[src/rtl/pin_serializer_if.sv]
// Parallel-word feed into pin_serializer: valid/ready handshake carrying one WIDTH-bit word.
interface pin_serializer_if #(
  parameter int WIDTH = 8
);
  logic             in_valid;
  logic [WIDTH-1:0] in_data;
  logic             in_ready;

  modport master (output in_valid, in_data, input in_ready);
  modport slave  (input in_valid, in_data, output in_ready);
endinterface

[src/rtl/pin_serializer.sv]
// Buffers parallel words in a small FIFO and shifts each out one bit per clock
// (ser_bit -> z pin, ser_en -> y pin), counting completed words on frame_cnt.
module pin_serializer #(
  parameter int WIDTH     = 8,
  parameter int DEPTH     = 4,
  parameter int GAP       = 1,
  parameter bit MSB_FIRST = 1'b1
) (
  input  logic            clk,
  input  logic            reset,
  pin_serializer_if.slave feed,
  output logic            ser_bit,
  output logic            ser_en,
  output logic            busy,
  output logic [31:0]     frame_cnt
);

  localparam int AW = $clog2(DEPTH);
  localparam int CW = $clog2(WIDTH);
  localparam int GW = (GAP > 1) ? $clog2(GAP) : 1;
  localparam logic [AW:0]   FULL_CNT = (AW+1)'(DEPTH);
  localparam logic [CW-1:0] LAST_IDX = CW'(WIDTH-1);
  localparam logic [GW-1:0] GAP_LOAD = (GAP > 0) ? GW'(GAP-1) : '0;

  typedef enum logic [1:0] {S_IDLE, S_SHIFT, S_GAP} state_t;

  logic [WIDTH-1:0] mem [DEPTH];
  logic [AW-1:0]    wr_ptr, rd_ptr;
  logic [AW:0]      count;
  logic             empty, full, push, load, last_bit;
  logic [WIDTH-1:0] head;

  state_t           state;
  logic [WIDTH-1:0] shreg;
  logic [CW-1:0]    bitcnt;
  logic [GW-1:0]    gapcnt;

  function automatic logic first_bit(input logic [WIDTH-1:0] w);
    return MSB_FIRST ? w[WIDTH-1] : w[0];
  endfunction

  function automatic logic [WIDTH-1:0] shifted(input logic [WIDTH-1:0] w);
    return MSB_FIRST ? {w[WIDTH-2:0], 1'b0} : {1'b0, w[WIDTH-1:1]};
  endfunction

  assign empty         = (count == '0);
  assign full          = (count == FULL_CNT);
  assign feed.in_ready = !full;
  assign push          = feed.in_valid && !full;
  assign head          = mem[rd_ptr];
  assign last_bit      = (state == S_SHIFT) && (bitcnt == '0);
  assign busy          = (state != S_IDLE) || !empty;

  always_comb begin
    // NOTE: default assigned first so no path leaves load unassigned (no latch).
    load = 1'b0;
    if (!empty) begin
      case (state)
        S_IDLE:  load = 1'b1;
        S_SHIFT: load = (bitcnt == '0) && (GAP == 0);
        S_GAP:   load = (gapcnt == '0);
        default: load = 1'b0;
      endcase
    end
  end

  // NOTE: storage array has no reset; occupancy and pointers alone define valid contents.
  always_ff @(posedge clk) begin
    if (push) mem[wr_ptr] <= feed.in_data;
  end

  always_ff @(posedge clk or posedge reset) begin
    if (reset) begin
      wr_ptr <= '0;
      rd_ptr <= '0;
      count  <= '0;
    end else begin
      if (push) wr_ptr <= wr_ptr + 1'b1;
      if (load) rd_ptr <= rd_ptr + 1'b1;
      case ({push, load})
        2'b10:   count <= count + 1'b1;
        2'b01:   count <= count - 1'b1;
        default: count <= count;
      endcase
    end
  end

  always_ff @(posedge clk or posedge reset) begin
    if (reset) begin
      state     <= S_IDLE;
      shreg     <= '0;
      bitcnt    <= '0;
      gapcnt    <= '0;
      ser_bit   <= 1'b0;
      ser_en    <= 1'b0;
      frame_cnt <= '0;
    end else begin
      if (last_bit) frame_cnt <= frame_cnt + 32'd1;

      case (state)
        S_SHIFT: begin
          if (bitcnt != '0) begin
            ser_bit <= first_bit(shreg);
            shreg   <= shifted(shreg);
            bitcnt  <= bitcnt - 1'b1;
          end else begin
            ser_en  <= 1'b0;
            ser_bit <= 1'b0;
            if (GAP > 0) begin
              state  <= S_GAP;
              gapcnt <= GAP_LOAD;
            end else begin
              state <= S_IDLE;
            end
          end
        end
        S_GAP: begin
          if (gapcnt != '0) gapcnt <= gapcnt - 1'b1;
          else              state  <= S_IDLE;
        end
        default: ;
      endcase

      // A load overrides the fall-back transitions above, so queued words follow with no bubble.
      if (load) begin
        state   <= S_SHIFT;
        shreg   <= shifted(head);
        ser_bit <= first_bit(head);
        ser_en  <= 1'b1;
        bitcnt  <= LAST_IDX;
      end
    end
  end

endmodule

[src/flat_wrapper.sv]
// flat-port wrapper written by rule: the top's interface ports become plain ports
module pin_serializer_flat 
#(
  parameter int WIDTH     = 8,
  parameter int DEPTH     = 4,
  parameter int GAP       = 1,
  parameter bit MSB_FIRST = 1'b1
)
  (clk, reset, ser_bit, ser_en, busy, frame_cnt, feed_in_valid, feed_in_data, feed_in_ready);
  pin_serializer_if #(.WIDTH(WIDTH)) feed_i ();
  input  logic clk;
  input  logic reset;
  output logic ser_bit;
  output logic ser_en;
  output logic busy;
  output logic [31:0] frame_cnt;
  input wire logic [$bits(feed_i.in_valid)-1:0] feed_in_valid;
  input wire logic [$bits(feed_i.in_data)-1:0] feed_in_data;
  output wire logic [$bits(feed_i.in_ready)-1:0] feed_in_ready;
  assign feed_i.in_valid = feed_in_valid;
  assign feed_i.in_data = feed_in_data;
  assign feed_in_ready = feed_i.in_ready;
  pin_serializer #(.WIDTH(WIDTH), .DEPTH(DEPTH), .GAP(GAP), .MSB_FIRST(MSB_FIRST)) u_core (.clk(clk), .reset(reset), .feed(feed_i), .ser_bit(ser_bit), .ser_en(ser_en), .busy(busy), .frame_cnt(frame_cnt));
endmodule
[config.mk]
export PLATFORM = sky130hd
export DESIGN_NAME = pin_serializer_flat
export DESIGN_NICKNAME = d
export VERILOG_FILES = /design/src/rtl/pin_serializer_if.sv /design/src/rtl/pin_serializer.sv /design/src/flat_wrapper.sv
export SDC_FILE = /design/constraint.sdc
export NUM_CORES = 1
export LEC_CHECK = 0
export CORE_ASPECT_RATIO = 0.5
export CORE_UTILIZATION = 45
export DETAILED_ROUTE_END_ITERATION = 10
export GPL_ROUTABILITY_DRIVEN = 0
export HOLD_SLACK_MARGIN = 0.08
export PLACE_DENSITY = 0.7
export SLEW_MARGIN = 40
export SYNTH_ARGS = -nofsm -noshare
export SYNTH_HDL_FRONTEND = slang
export SYNTH_SLANG_ARGS = --single-unit
[constraint.sdc]
create_clock -name clk -period 3.15 [get_ports clk]
set_input_delay 0.63 -clock clk [delete_from_list [all_inputs] [get_ports clk]]
set_output_delay 0.63 -clock clk [all_outputs]
set_load 0.005 [all_outputs]
### Word-level counts from Yosys, hierarchy flattened

Memory sizes are Yosys's and may differ from the RTL's.
Index checks and enable logic that the tools add are counted.

| word-level totals | value |
|---|---|
| register bits after elaboration | 55 |
| memory bits (writable) | 32 |
| input bits | 11 |
| logic and storage cells | 70 |
| memories kept | 1 |

| cells by class | value |
|---|---|
| add/subtract/negate cells | 7 |
| equal/unequal tests | 9 |
| multiplexer cells | 23 |
| bitwise operators | 1 |
| reduce and logical (&&, ||, !) cells | 19 |

Memory list:

| memory | depth | width | read ports | clocked after Yosys merged registers in | wr ports | RTL line | text |
|---|---|---|---|---|---|---|---|
| u_core.mem | 4 | 8 | 1 | 0 | 1 | pin_serializer.sv:27 | `logic [WIDTH-1:0] mem [DEPTH];` |

Operators with widths:

| operator | count |
|---|---|
| $add 32x1->32 const B | 1 |
| $mux 8 | 3 |
| $mux 1 | 10 |
| $reduce_bool 2->1 | 5 |
| $mux 3 | 3 |
| $logic_not 3->1 | 2 |
| $mux 2 | 3 |
| $ne 3x2->1 const B | 2 |
| $pmux 3 s2 | 1 |
| $reduce_and 2->1 | 3 |
| $reduce_bool 3->1 | 2 |
| $sub 3x1->3 const B | 2 |
| $add 2x1->2 const B | 2 |
| $eq 2x1->1 const B | 2 |
| $eq 2x2->1 const B | 2 |
| $pmux 1 s2 | 2 |
| $pmux 2 s2 | 1 |
| $add 3x1->3 const B | 1 |
| $eq 3x3->1 const B | 1 |
| $reduce_and 3->1 | 1 |
| $logic_and 1x1->1 | 2 |
| $logic_not 1->1 | 2 |
| $logic_not 2->1 | 1 |
| $ne 2x1->1 const B | 1 |
| other kinds (4) | 4 |

### Logic depth before layout (Yosys ltp)

Gate-level depths: netlist (run 1).

| logic depth | value |
|---|---|
| word-level depth | 5 |
| depth in mapped cells | 13 |
| mapped depth without buffers | 11 |

### Least setup slack after synthesis (run 1)

OpenSTA, ideal clock, no wires.

| path | value |
|---|---|
| kind | flip-flop to flip-flop |
| start | reg u_core.state[0] |
| end | reg u_core.count[2] |
| arrival time | 2.330 ns |
| setup slack | 0.741 ns |
| stages on the path, launching flop included | 14 |
| path buffers | 2 |
| path through | dfrtp_1 > inv_1 > ha_1 > nor2_1 > or2_2 > buf_2 > clkinv_1 > buf_2 > ha_1 > inv_1 > fa_1 > xor2_1 > nor2_1 > xor2_1 |

| between the ends | value |
|---|---|
| word-level cells in the longest chain between the ends | 5 |

Ends and longest elaborated chain:

| what | RTL line | text |
|---|---|---|
| from (decl) | pin_serializer.sv:33 | `state_t state;` |
| from (signal assigned) | pin_serializer.sv:90 | `state <= S_IDLE;` |
| from (signal assigned) | pin_serializer.sv:110 | `state <= S_GAP;` |
| from (signal assigned) | pin_serializer.sv:113 | `state <= S_IDLE;` |
| $eq 2x2->1 / $logic_not 2->1 (equally long branches) | pin_serializer.sv:58 | `case (state)` |
| $pmux 1 s2 (*) | pin_serializer.sv:58 |  |
| $mux 1 (*) | pin_serializer.sv:57 | `if (!empty) begin` |
| net u_core.load | pin_serializer.sv:30 | `logic empty, full, push, load, last_bit;` |
| $eq 2x1->1 / $eq 2x2->1 (equally long branches) | pin_serializer.sv:80 | `case ({push, load})` |
| $pmux 3 s2 / $reduce_bool 2->1 (equally long branches) | -- |  |
| to (signal assigned) | pin_serializer.sv:81 | `2'b10: count <= count + 1'b1;` |
| to (signal assigned) | pin_serializer.sv:82 | `2'b01: count <= count - 1'b1;` |
| to (signal assigned) | pin_serializer.sv:83 | `default: count <= count;` |
| to (decl) | pin_serializer.sv:29 | `logic [AW:0] count;` |

Mark *: on every way through the listed nets, which the timed path passes. The rest lies on a longest branch.
A chain may end at the register's enable or synchronous reset.

### Final worst setup path (run 1)

| path | value |
|---|---|
| start | reg u_core.state[0] |
| end | reg u_core.count[2] |

| between the ends | value |
|---|---|
| word-level cells in the longest chain between the ends | 5 |

Ends and longest elaborated chain:

| what | RTL line |
|---|---|
| $eq 2x2->1 / $logic_not 2->1 (equally long branches) | pin_serializer.sv:58 |
| $pmux 1 s2 (*) | pin_serializer.sv:58 |
| $mux 1 (*) | pin_serializer.sv:57 |
| $eq 2x1->1 / $eq 2x2->1 (equally long branches) | pin_serializer.sv:80 |
| $pmux 3 s2 / $reduce_bool 2->1 (equally long branches) | -- |

Every way passes the cells marked *; elsewhere a longest branch is shown, timed or not.

==> flow_metrics.env, run 1 <==
export IMPL_outcome="finished clean"
export IMPL_grt_use_met2_pct=28.44
export IMPL_setup_tns_ps=0
export IMPL_finalSetupViolCount=0
export IMPL_post_route_util_pct=57.80
export IMPL_synthTopCellsByArea="dfrtp_1, edfxtp_1, xnor2_1"
export IMPL_cp_start_kind="register"
export IMPL_cp_data_required_time_ps=3420
export IMPL_cts_resized=0
export IMPL_holdPathStages=1
export IMPL_clkTransAtPathRegs_ps=60
export IMPL_cts_buffers=9
export IMPL_final_hold_viol_count=0
export IMPL_p_per_area_nw_per_um2=771.3
export IMPL_worstMarginPinSlew_ps=610.2
export IMPL_syn_nets=302
export IMPL_h_tree_depth=3
export IMPL_cts_tree="done"
export IMPL_async_flop_share_pct=62.35
export IMPL_ys_seq_area_share_pct=61.06
export IMPL_drt_wl_total_mm=6.624
export IMPL_synth_area_um2=3746
export IMPL_hold_class="reg2reg"
export IMPL_power_mw=3.579
export IMPL_grtUsageTotal_pct=17.46
export IMPL_yosysTopAreaCell="dfrtp_1"
export IMPL_start_util_pct=46.66
export IMPL_cts_sinks=85
export IMPL_die_w_um=131.0
export IMPL_fmax_mhz=401.6
export IMPL_drtIter0Drc=170
export IMPL_yosysTopAreaCellShare_pct=35.40
export IMPL_area_growth_pct=23.88
export IMPL_final_cell_mix="dfrtp_1, clkdlybuf4s50_1, edfxtp_1, nand2_1, xnor2_1"
export IMPL_wire_per_inst_um=14.75
export IMPL_use_met1_pct=21.66
export IMPL_via_per_inst=5.029
export IMPL_skew_ps=5.349
export IMPL_r2r_cells=11
export IMPL_clk_latency_ps=340
export IMPL_io_buffers=46
export IMPL_fin_crit_ps=2490
export IMPL_grt_pass1_vias=2316
export IMPL_core_area_um2=8029
export IMPL_layout_nets=355
export IMPL_r2r_start="u_core.state[0]$_DFFE_PP0P_"
export IMPL_post_cts_buffers=0
export IMPL_crit_type="reg2reg"
export IMPL_ios=47
export IMPL_slew_viol_final=0
export IMPL_cts_hold_buf=0
export IMPL_antenna_cells=0
export IMPL_layout_drive_gt1_share_pct=10.39
export IMPL_worstHoldStart="u_core.frame_cnt[31]$_DFFE_PP0P_"
export IMPL_clockBufferDepth=2
export IMPL_synth_flop_cell="dfrtp_1"
export IMPL_final_common_cell="dfrtp_1"
export IMPL_ant_nets=0
export IMPL_busiest_layer="met2"
export IMPL_worstSetupEndpointType="register"
export IMPL_detailroute_via_count=2258
export IMPL_slew_headroom_pct=59.01
export IMPL_grt_max_degree=35
export IMPL_grt_antenna_before_repair=0
export IMPL_synth_seq_cells=85
export IMPL_grt_setup_unrepaired="false"
export IMPL_met3_usage_pct=5.863
export IMPL_critPathArrivalTime_ps=2760
export IMPL_synth_edff_count=32
export IMPL_cts_root_buf="clkbuf_16"
export IMPL_reg2reg_to="u_core.count[2]$_DFFE_PP0P_"
export IMPL_drc=0
export IMPL_rows=23
export IMPL_period_share_pct=79.04
export IMPL_worst_slack_ps=660.2
export IMPL_die_area_um2=8715
export IMPL_n_fill_cell=603
export IMPL_place_worst_setup_slack_ps=666.6
export IMPL_power_leakage_nw=1.963
export IMPL_ir_worst_vdd_uv=346.8
export IMPL_synth_cell_types=37
export IMPL_grt_pass1_wl_mm=11.10
export IMPL_dp_hpwl_mm=4.700
export IMPL_synth_cells=279
export IMPL_fp_dieH_um=66.52
export IMPL_avgSynthCellArea_um2=13.43
export IMPL_overflow=0
export IMPL_maxCapViolCount=0
export IMPL_rrSetupSlack_ps=660
export IMPL_first_pass_iters=4
export IMPL_yosysWarnings=0
export IMPL_crit_fanout=19
export IMPL_hold_path_end="u_core.frame_cnt[31]$_DFFE_PP0P_"
[critical path: stages (launching register included)]
cell      delay, ps
dfrtp_1         400
inv_1            90
ha_1            170
nor2_1           50
or2_2           340
clkinv_1        290
ha_1            250
inv_1            60
fa_1            370
xor2_1          150
nor2_1          110
xor2_1          140
[report_power, final]
part / switching, mW / internal, mW
Clock: 0.448 / 0.624
Sequential: 0.169 / 1.39
Combinational: 0.488 / 0.459
[registers in the layout, summed over array words and instances, names as in the netlist]
| signal | flops |
|---|---|
| u_core.count | 3 |
| u_core.ser_bit | 1 |
| u_core.frame_cnt | 32 |
| u_core.ser_en | 1 |
| u_core.state | 2 |
| u_core.mem | 32 |
| u_core.shreg | 7 |
| u_core.rd_ptr | 2 |
| u_core.wr_ptr | 2 |
| u_core.bitcnt | 3 |
[final cells by class]
type                    count  area, um^2  area share (%)
clock buffers               9       225.2           4.853
clock inverters             7       80.08           1.726
inverters                  12       46.29          0.9976
multi-input cells         176        1386           29.87
flip-flops and latches     85        2287           49.29
well taps                 112       140.1           3.020
repair buffers             48       475.5           10.25
[per-stage QoR]
step | std cells | area [um^2] | hold WS [ps]
6_report | 449 | 4641 | 468.8
4_1_cts | 449 | 4639 | 475.1
2_1_floorplan | 279 | 3746 | 464.3
3_5_place_dp | 433 | 4334 | 465.2
3_3_place_gp | 433 | 4334 | 460.8
5_1_grt | 449 | 4641 | 506.4
[how the worst max path moves through the flow]
stage                                      from                           to  depth (start not counted)
finish              u_core.state[0]$_DFFE_PP0P_  u_core.count[2]$_DFFE_PP0P_                         11
global route        u_core.state[0]$_DFFE_PP0P_  u_core.count[2]$_DFFE_PP0P_                         11
CTS                 u_core.state[1]$_DFFE_PP0P_  u_core.count[2]$_DFFE_PP0P_                         11
detailed placement  u_core.state[0]$_DFFE_PP0P_  u_core.count[2]$_DFFE_PP0P_                         11
global placement    u_core.state[0]$_DFFE_PP0P_  u_core.count[2]$_DFFE_PP0P_                         11
floorplan           u_core.state[0]$_DFFE_PP0P_  u_core.count[2]$_DFFE_PP0P_                         13
[cell usage after synthesis (2+ instances only)]
cell / instances
nand4_1: 16
nor3_1: 4
nor4_4: 2
and2_1: 4
and4_1: 3
edfxtp_1: 32
a31oi_1: 2
nand2_1: 30
nand3_1: 11
dfrtp_1: 53
mux2i_1: 7
xnor2_1: 27
mux4_2: 8
nor2_1: 7
inv_1: 11
ha_1: 11
and3_1: 10
nor4_1: 2
o21ai_0: 8
buf_2: 4
xor2_1: 11
[per-layer routing]
layer / share of wire [%] / routed length, um / vias up
li1: - / - / 1108
met1: 46 / 3037 / 1094
met2: 48 / 3178 / 44
met3: 4.6 / 303 / 12
met4: 1.6 / 104 / 0
met5: 0 / 0 / -
[logic make-up after synthesis]
kind of cell | share of synthesized area (%)
compound gates | 2.171
xor+xnor | 8.884
fa+ha+maj | 4.208
buf+inv | 1.937
flops | 61.06
mux | 6.981
simple gates | 14.76
No activity file was read; power rests on OpenSTA's default activity.
==> run 2: changes to the inputs <==
--- a/config.mk
+++ b/config.mk
@@ -10,7 +10,7 @@
 export DETAILED_ROUTE_END_ITERATION = 10
 export GPL_ROUTABILITY_DRIVEN = 0
 export HOLD_SLACK_MARGIN = 0.08
-export PLACE_DENSITY = 0.7
+export PLACE_DENSITY = 0.72
 export SLEW_MARGIN = 40
 export SYNTH_ARGS = -nofsm -noshare
 export SYNTH_HDL_FRONTEND = slang
==> constraint.sdc (replaced) <==
create_clock -name clk -period 2.1 [get_ports clk]
set_input_delay 0.42 -clock clk [delete_from_list [all_inputs] [get_ports clk]]
set_output_delay 0.42 -clock clk [all_outputs]
set_load 0.005 [all_outputs]
==> flow_metrics.env, run 2 (synthesized netlist as in run 1, its figures left out) <==
export IMPL_wl_met2_mm=3.536
export IMPL_die_area_um2=8715
export IMPL_reg2reg_to="u_core.count[2]$_DFFE_PP0P_"
export IMPL_swShare_pct=30.28
export IMPL_intPower_mw=4.039
export IMPL_cts_hold_buf=0
export IMPL_setup_tns_ps=0
export IMPL_p_sw_mw=1.754
export IMPL_overflow=0
export IMPL_h_tree_depth=3
export IMPL_wl_met1_mm=3.223
export IMPL_wl_met3_um=251
export IMPL_critPathArrivalTime_ps=2310
export IMPL_period_share_pct=97.55
export IMPL_antenna_cells=0
export IMPL_clockBufferDepth=2
export IMPL_r2r_start="u_core.state[1]$_DFFE_PP0P_"
export IMPL_ant_nets=0
export IMPL_power_mw=5.793
export IMPL_pwr_share_seq_pct=39.6
export IMPL_n_fill_cell=619
export IMPL_power_leakage_nw=2.039
export IMPL_fp_dieH_um=66.52
export IMPL_drt_wl_total_mm=7.039
export IMPL_post_route_util_pct=60.00
export IMPL_r2r_cells=11
export IMPL_finalSetupViolCount=0
export IMPL_grtUsageTotal_pct=18.23
export IMPL_grt_antenna_before_repair=0
export IMPL_crit_type="reg2reg"
export IMPL_fin_crit_ps=2048
export IMPL_final_hold_viol_count=0
export IMPL_worstSetupEndpointType="register"
export IMPL_detailroute_via_count=2348
export IMPL_drc=0
export IMPL_area_growth_pct=28.59
export IMPL_dp_hpwl_mm=4.827
export IMPL_cts_sinks=85
export IMPL_p_per_area_nw_per_um2=1203
export IMPL_skew_ps=6.184
export IMPL_final_common_cell="dfrtp_1"
export IMPL_wire_per_inst_um=15.27
export IMPL_io_buffers=46
export IMPL_rows=23
export IMPL_cts_buffers=9
export IMPL_core_area_um2=8029
export IMPL_start_util_pct=46.66
export IMPL_worst_slack_ps=51.51
export IMPL_layout_drive_gt1_share_pct=16.33
export IMPL_hold_slack_ps=408.0
export IMPL_cts_root_buf="clkbuf_16"
export IMPL_multi_input_area_um2=1439
export IMPL_grt_setup_unrepaired="true"
export IMPL_hold_class="in2async"
export IMPL_maxCapViolCount=0
export IMPL_p_comb_share_pct=30.8
export IMPL_rrSetupSlack_ps=50
export IMPL_final_cell_mix="dfrtp_1, clkdlybuf4s50_1, edfxtp_1, nand2_1, xnor2_1"
export IMPL_cp_start_kind="register"
export IMPL_place_worst_setup_slack_ps=-64.54
export IMPL_die_w_um=131.0
export IMPL_routed_top_layer="met4"
export IMPL_clk_latency_ps=340
export IMPL_grt_pass1_wl_mm=11.63
export IMPL_clock_power_share_pct=29.5
export IMPL_slew_headroom_pct=65.71
export IMPL_outcome="finished clean"
export IMPL_crit_fanout=4
export IMPL_first_pass_iters=4
export IMPL_regArea_um2=2287
export IMPL_grt_pass1_vias=2322
export IMPL_cp_data_required_time_ps=2360
export IMPL_layout_nets=367
export IMPL_largestRegisters="u_core.frame_cnt (32), u_core.mem (32), u_core.shreg (7)"
export IMPL_grt_max_degree=35
export IMPL_ios=47
export IMPL_worstMarginPinSlew_ps=509.7
export IMPL_clkTransAtPathRegs_ps=70
export IMPL_cts_tree="done"
export IMPL_ir_worst_vdd_uv=615.0
export IMPL_drtIter0Drc=103
export IMPL_fmax_mhz=488.2
export IMPL_via_per_inst=5.093
export IMPL_slew_viol_final=0
==> run 2: cell count changes in the layout (fill, tap and decap cells not counted), moves of 3 or more <==
cell	change
buf_4	+11
inv_2	+4
ha_1	-3
ha_4	+3
inv_1	-3
==> run 2: per-layer routing <==
layer | track usage, % | vias up
li1 | - | 1132
met1 | 22.55 | 1165
met2 | 30.36 | 46
met3 | 6.265 | 5
met4 | 5.603 | 0
met5 | 0 | -
==> run 2: critical path, stage by stage (launching register included) <==
cell	delay, ps
dfrtp_1	430
inv_2	100
ha_4	130
nor2_2	30
or2_4	270
clkinv_4	60
ha_4	120
inv_2	40
fa_2	340
xor2_1	140
nor2_1	130
xor2_1	170
==> run 2: how the worst max path moves through the flow <==
stage / startpoint / slack, ps / endpoint
finish: u_core.state[1]$_DFFE_PP0P_ / 50 / u_core.count[2]$_DFFE_PP0P_
global route: u_core.count[0]$_DFFE_PP0P_ / -40 / u_core.count[2]$_DFFE_PP0P_
CTS: u_core.state[0]$_DFFE_PP0P_ / 8 / u_core.count[2]$_DFFE_PP0P_
detailed placement: feed_in_valid / -60 / u_core.count[2]$_DFFE_PP0P_
global placement: feed_in_valid / 20 / u_core.count[2]$_DFFE_PP0P_
floorplan: u_core.state[0]$_DFFE_PP0P_ / -50 / u_core.count[2]$_DFFE_PP0P_
==> run 2: repair_timing <==
action | 4_1_cts | 5_1_grt
gates resized for setup | 0 | 8
endpoints found under the hold margin | 0 | 0
setup buffers | 1 | 4
pin swaps | 1 | 3
setup endpoints to repair | 1 | 1
==> run 2: final cells by class <==
class | instances | share of cell area, %
timing repair buffer | 60 | 12.00
multi-input combinational | 176 | 29.87
clock buffer | 10 | 4.753
sequential | 85 | 47.48
inverter | 12 | 1.039
clock inverter | 6 | 1.948
tap | 112 | 2.909
==> run 2: power by group through the flow <==
stage | combinational [mW] | sequential, mW | clock [mW]
floorplan | 1.30 | 2.24 | 0
global route | 2.00 | 2.34 | 1.81
global placement | 1.54 | 2.30 | 0
CTS | 1.69 | 2.29 | 1.75
detailed placement | 1.65 | 2.33 | 0
finish | 1.79 | 2.30 | 1.71
==> run 2: per-stage QoR <==
step                      instances  area [um^2]
after CTS                       457         4755
after global placement          440         4424
after global routing            461         4817
final                           461         4817
after detailed placement        440         4424
after floorplan                 279         3784
==> run 3: changes to the inputs <==
--- a/config.mk
+++ b/config.mk
@@ -5,7 +5,6 @@
 export SDC_FILE = /design/constraint.sdc
 export NUM_CORES = 1
 export LEC_CHECK = 0
-export CORE_ASPECT_RATIO = 0.5
 export CORE_UTILIZATION = 45
 export DETAILED_ROUTE_END_ITERATION = 10
 export GPL_ROUTABILITY_DRIVEN = 0
==> flow_metrics.env, run 3 (synthesized netlist as in run 1, its figures left out) <==
export IMPL_outcome="finished clean"
export IMPL_slew_headroom_pct=62.85
export IMPL_cts_buffers=9
export IMPL_slowest_stage="dfrtp_1"
export IMPL_final_cell_mix="dfrtp_1, clkdlybuf4s50_1, edfxtp_1, nand2_1, xnor2_1"
export IMPL_grt_pass1_wl_mm=11.22
export IMPL_dp_hpwl_mm=4.646
export IMPL_cts_root_buf="clkbuf_8"
export IMPL_die_area_um2=8694
export IMPL_placed_area_um2=4419
export IMPL_worstSetupStartpoint="u_core.state[1]$_DFFE_PP0P_"
export IMPL_rows=32
export IMPL_p_per_area_nw_per_um2=1133
export IMPL_drc=0
export IMPL_via_per_inst=5.195
export IMPL_core_area_um2=7888
export IMPL_grt_max_degree=29
export IMPL_layout_nets=368
export IMPL_clockBufferDepth=2
export IMPL_final_hold_viol_count=0
export IMPL_cp_start_kind="register"
export IMPL_layout_drive_gt1_share_pct=16.00
export IMPL_die_w_um=93.24
export IMPL_critPathArrivalTime_ps=2290
export IMPL_r2r_start="u_core.state[1]$_DFFE_PP0P_"
export IMPL_hold_class="in2async"
export IMPL_grt_pass1_vias=2367
export IMPL_fp_dieH_um=93.24
export IMPL_area_growth_pct=26.05
export IMPL_final_common_cell="dfrtp_1"
export IMPL_power_leakage_nw=2.005
export IMPL_drtIter0Drc=50
export IMPL_regArea_um2=2287
export IMPL_worst_slack_ps=67.16
export IMPL_crit_chain="inv_2 > ha_4 > nor2_1 > or2_4 > clkinv_4 > ha_4 > inv_2 > fa_2 > xor2_1 > nor2_1 > xor2_1"
export IMPL_detailroute_via_count=2348
export IMPL_first_pass_iters=4
export IMPL_skew_ps=9.316
export IMPL_cpPeakStageDelay_ps=440
export IMPL_grtUsageTotal_pct=16.65
export IMPL_multi_input_area_um2=1441
export IMPL_clk_latency_ps=340
export IMPL_n_fill_cell=615
export IMPL_ir_worst_vdd_uv=593.5
export IMPL_overflow=0
export IMPL_fmax_mhz=491.9
export IMPL_maxCapViolCount=0
export IMPL_ant_nets=0
export IMPL_power_mw=5.350
export IMPL_hold_slack_ps=389.1
export IMPL_finalSetupViolCount=0
export IMPL_antenna_cells=0
export IMPL_crit_type="reg2reg"
export IMPL_drt_wl_total_mm=6.559
export IMPL_io_buffers=46
export IMPL_fin_cells=452
export IMPL_clkTransAtPathRegs_ps=80
export IMPL_place_worst_setup_slack_ps=-25.60
export IMPL_cts_tree="done"
export IMPL_h_tree_depth=3
export IMPL_start_util_pct=47.49
export IMPL_wire_per_inst_um=14.51
export IMPL_rrSetupSlack_ps=70
export IMPL_worstMarginPinSlew_ps=552.2
export IMPL_period_share_pct=96.80
export IMPL_cts_sinks=85
export IMPL_grt_antenna_before_repair=0
export IMPL_largestRegisters="u_core.frame_cnt (32), u_core.mem (32), u_core.shreg (7)"
export IMPL_cp_data_required_time_ps=2360
export IMPL_dp_cells=431
export IMPL_cts_hold_buf=0
export IMPL_ios=47
export IMPL_setup_tns_ps=0
export IMPL_crit_fanout=5
export IMPL_fin_crit_ps=2033
export IMPL_worstSetupEndpointType="register"
export IMPL_fin_area_um2=4722
export IMPL_slew_viol_final=0
export IMPL_post_route_util_pct=59.87
[run 3: cell count changes in the layout (fill, tap and decap cells not counted), sizes merged]
cell / change
inv: -2
buf: +1
bufinv: +1
clkbuf: +1
clkinv: +1
clkinvlp: -1
[run 3: where the power goes]
| part | internal [mW] | total, mW | switching [mW] |
|---|---|---|---|
| Clock | 0.786 | 1.32 | 0.534 |
| Sequential | 2.09 | 2.34 | 0.259 |
| Combinational | 0.878 | 1.69 | 0.807 |
| Total | 3.75 | 5.35 | 1.60 |
[run 3: area by class of cell]
type	instances	area share [%]
Clock inverter	5	2.093
Clock buffer	11	2.782
Multi-Input combinational cell	176	30.52
Tap cell	102	2.703
Inverter	12	1.060
Sequential cell	85	48.44
Timing Repair Buffer	61	12.40
[run 3: routing by layer]
metal / GRT usage, % / wire length (um) / part of all wire (%) / vias up
li1: - / - / - / 1125
met1: 22.16 / 3063 / 47 / 1160
met2: 26.53 / 3171 / 48 / 55
met3: 3.252 / 244 / 3.7 / 8
met4: 7.436 / 80 / 1.2 / 0
met5: 0 / 0 / 0 / -
[run 3: critical path: cells and delay by family, from the launching register on]
kind	cells	cell delay, ps
DFF	1	440
adders and majority gates	3	580
buffers and inverters	3	200
and+or+nand+nor	3	430
xor gates and xnor gates	2	310
[run 3: worst paths after layout]
check	endpoint	cells after the start
worst min register to register	u_core.frame_cnt[31]$_DFFE_PP0P_	1
worst max-delay path	u_core.count[2]$_DFFE_PP0P_	11
worst max register to register	u_core.count[2]$_DFFE_PP0P_	11
max in group asynchronous	u_core.frame_cnt[2]$_DFFE_PP0P_	3
min in group clk	u_core.frame_cnt[31]$_DFFE_PP0P_	1
worst min-delay path	u_core.frame_cnt[7]$_DFFE_PP0P_	2
[run 3: timing repair]
action	4_1_cts	5_1_grt
pin swaps	0	3
setup endpoints to repair	1	2
gates resized for setup	0	8
setup buffers	1	4
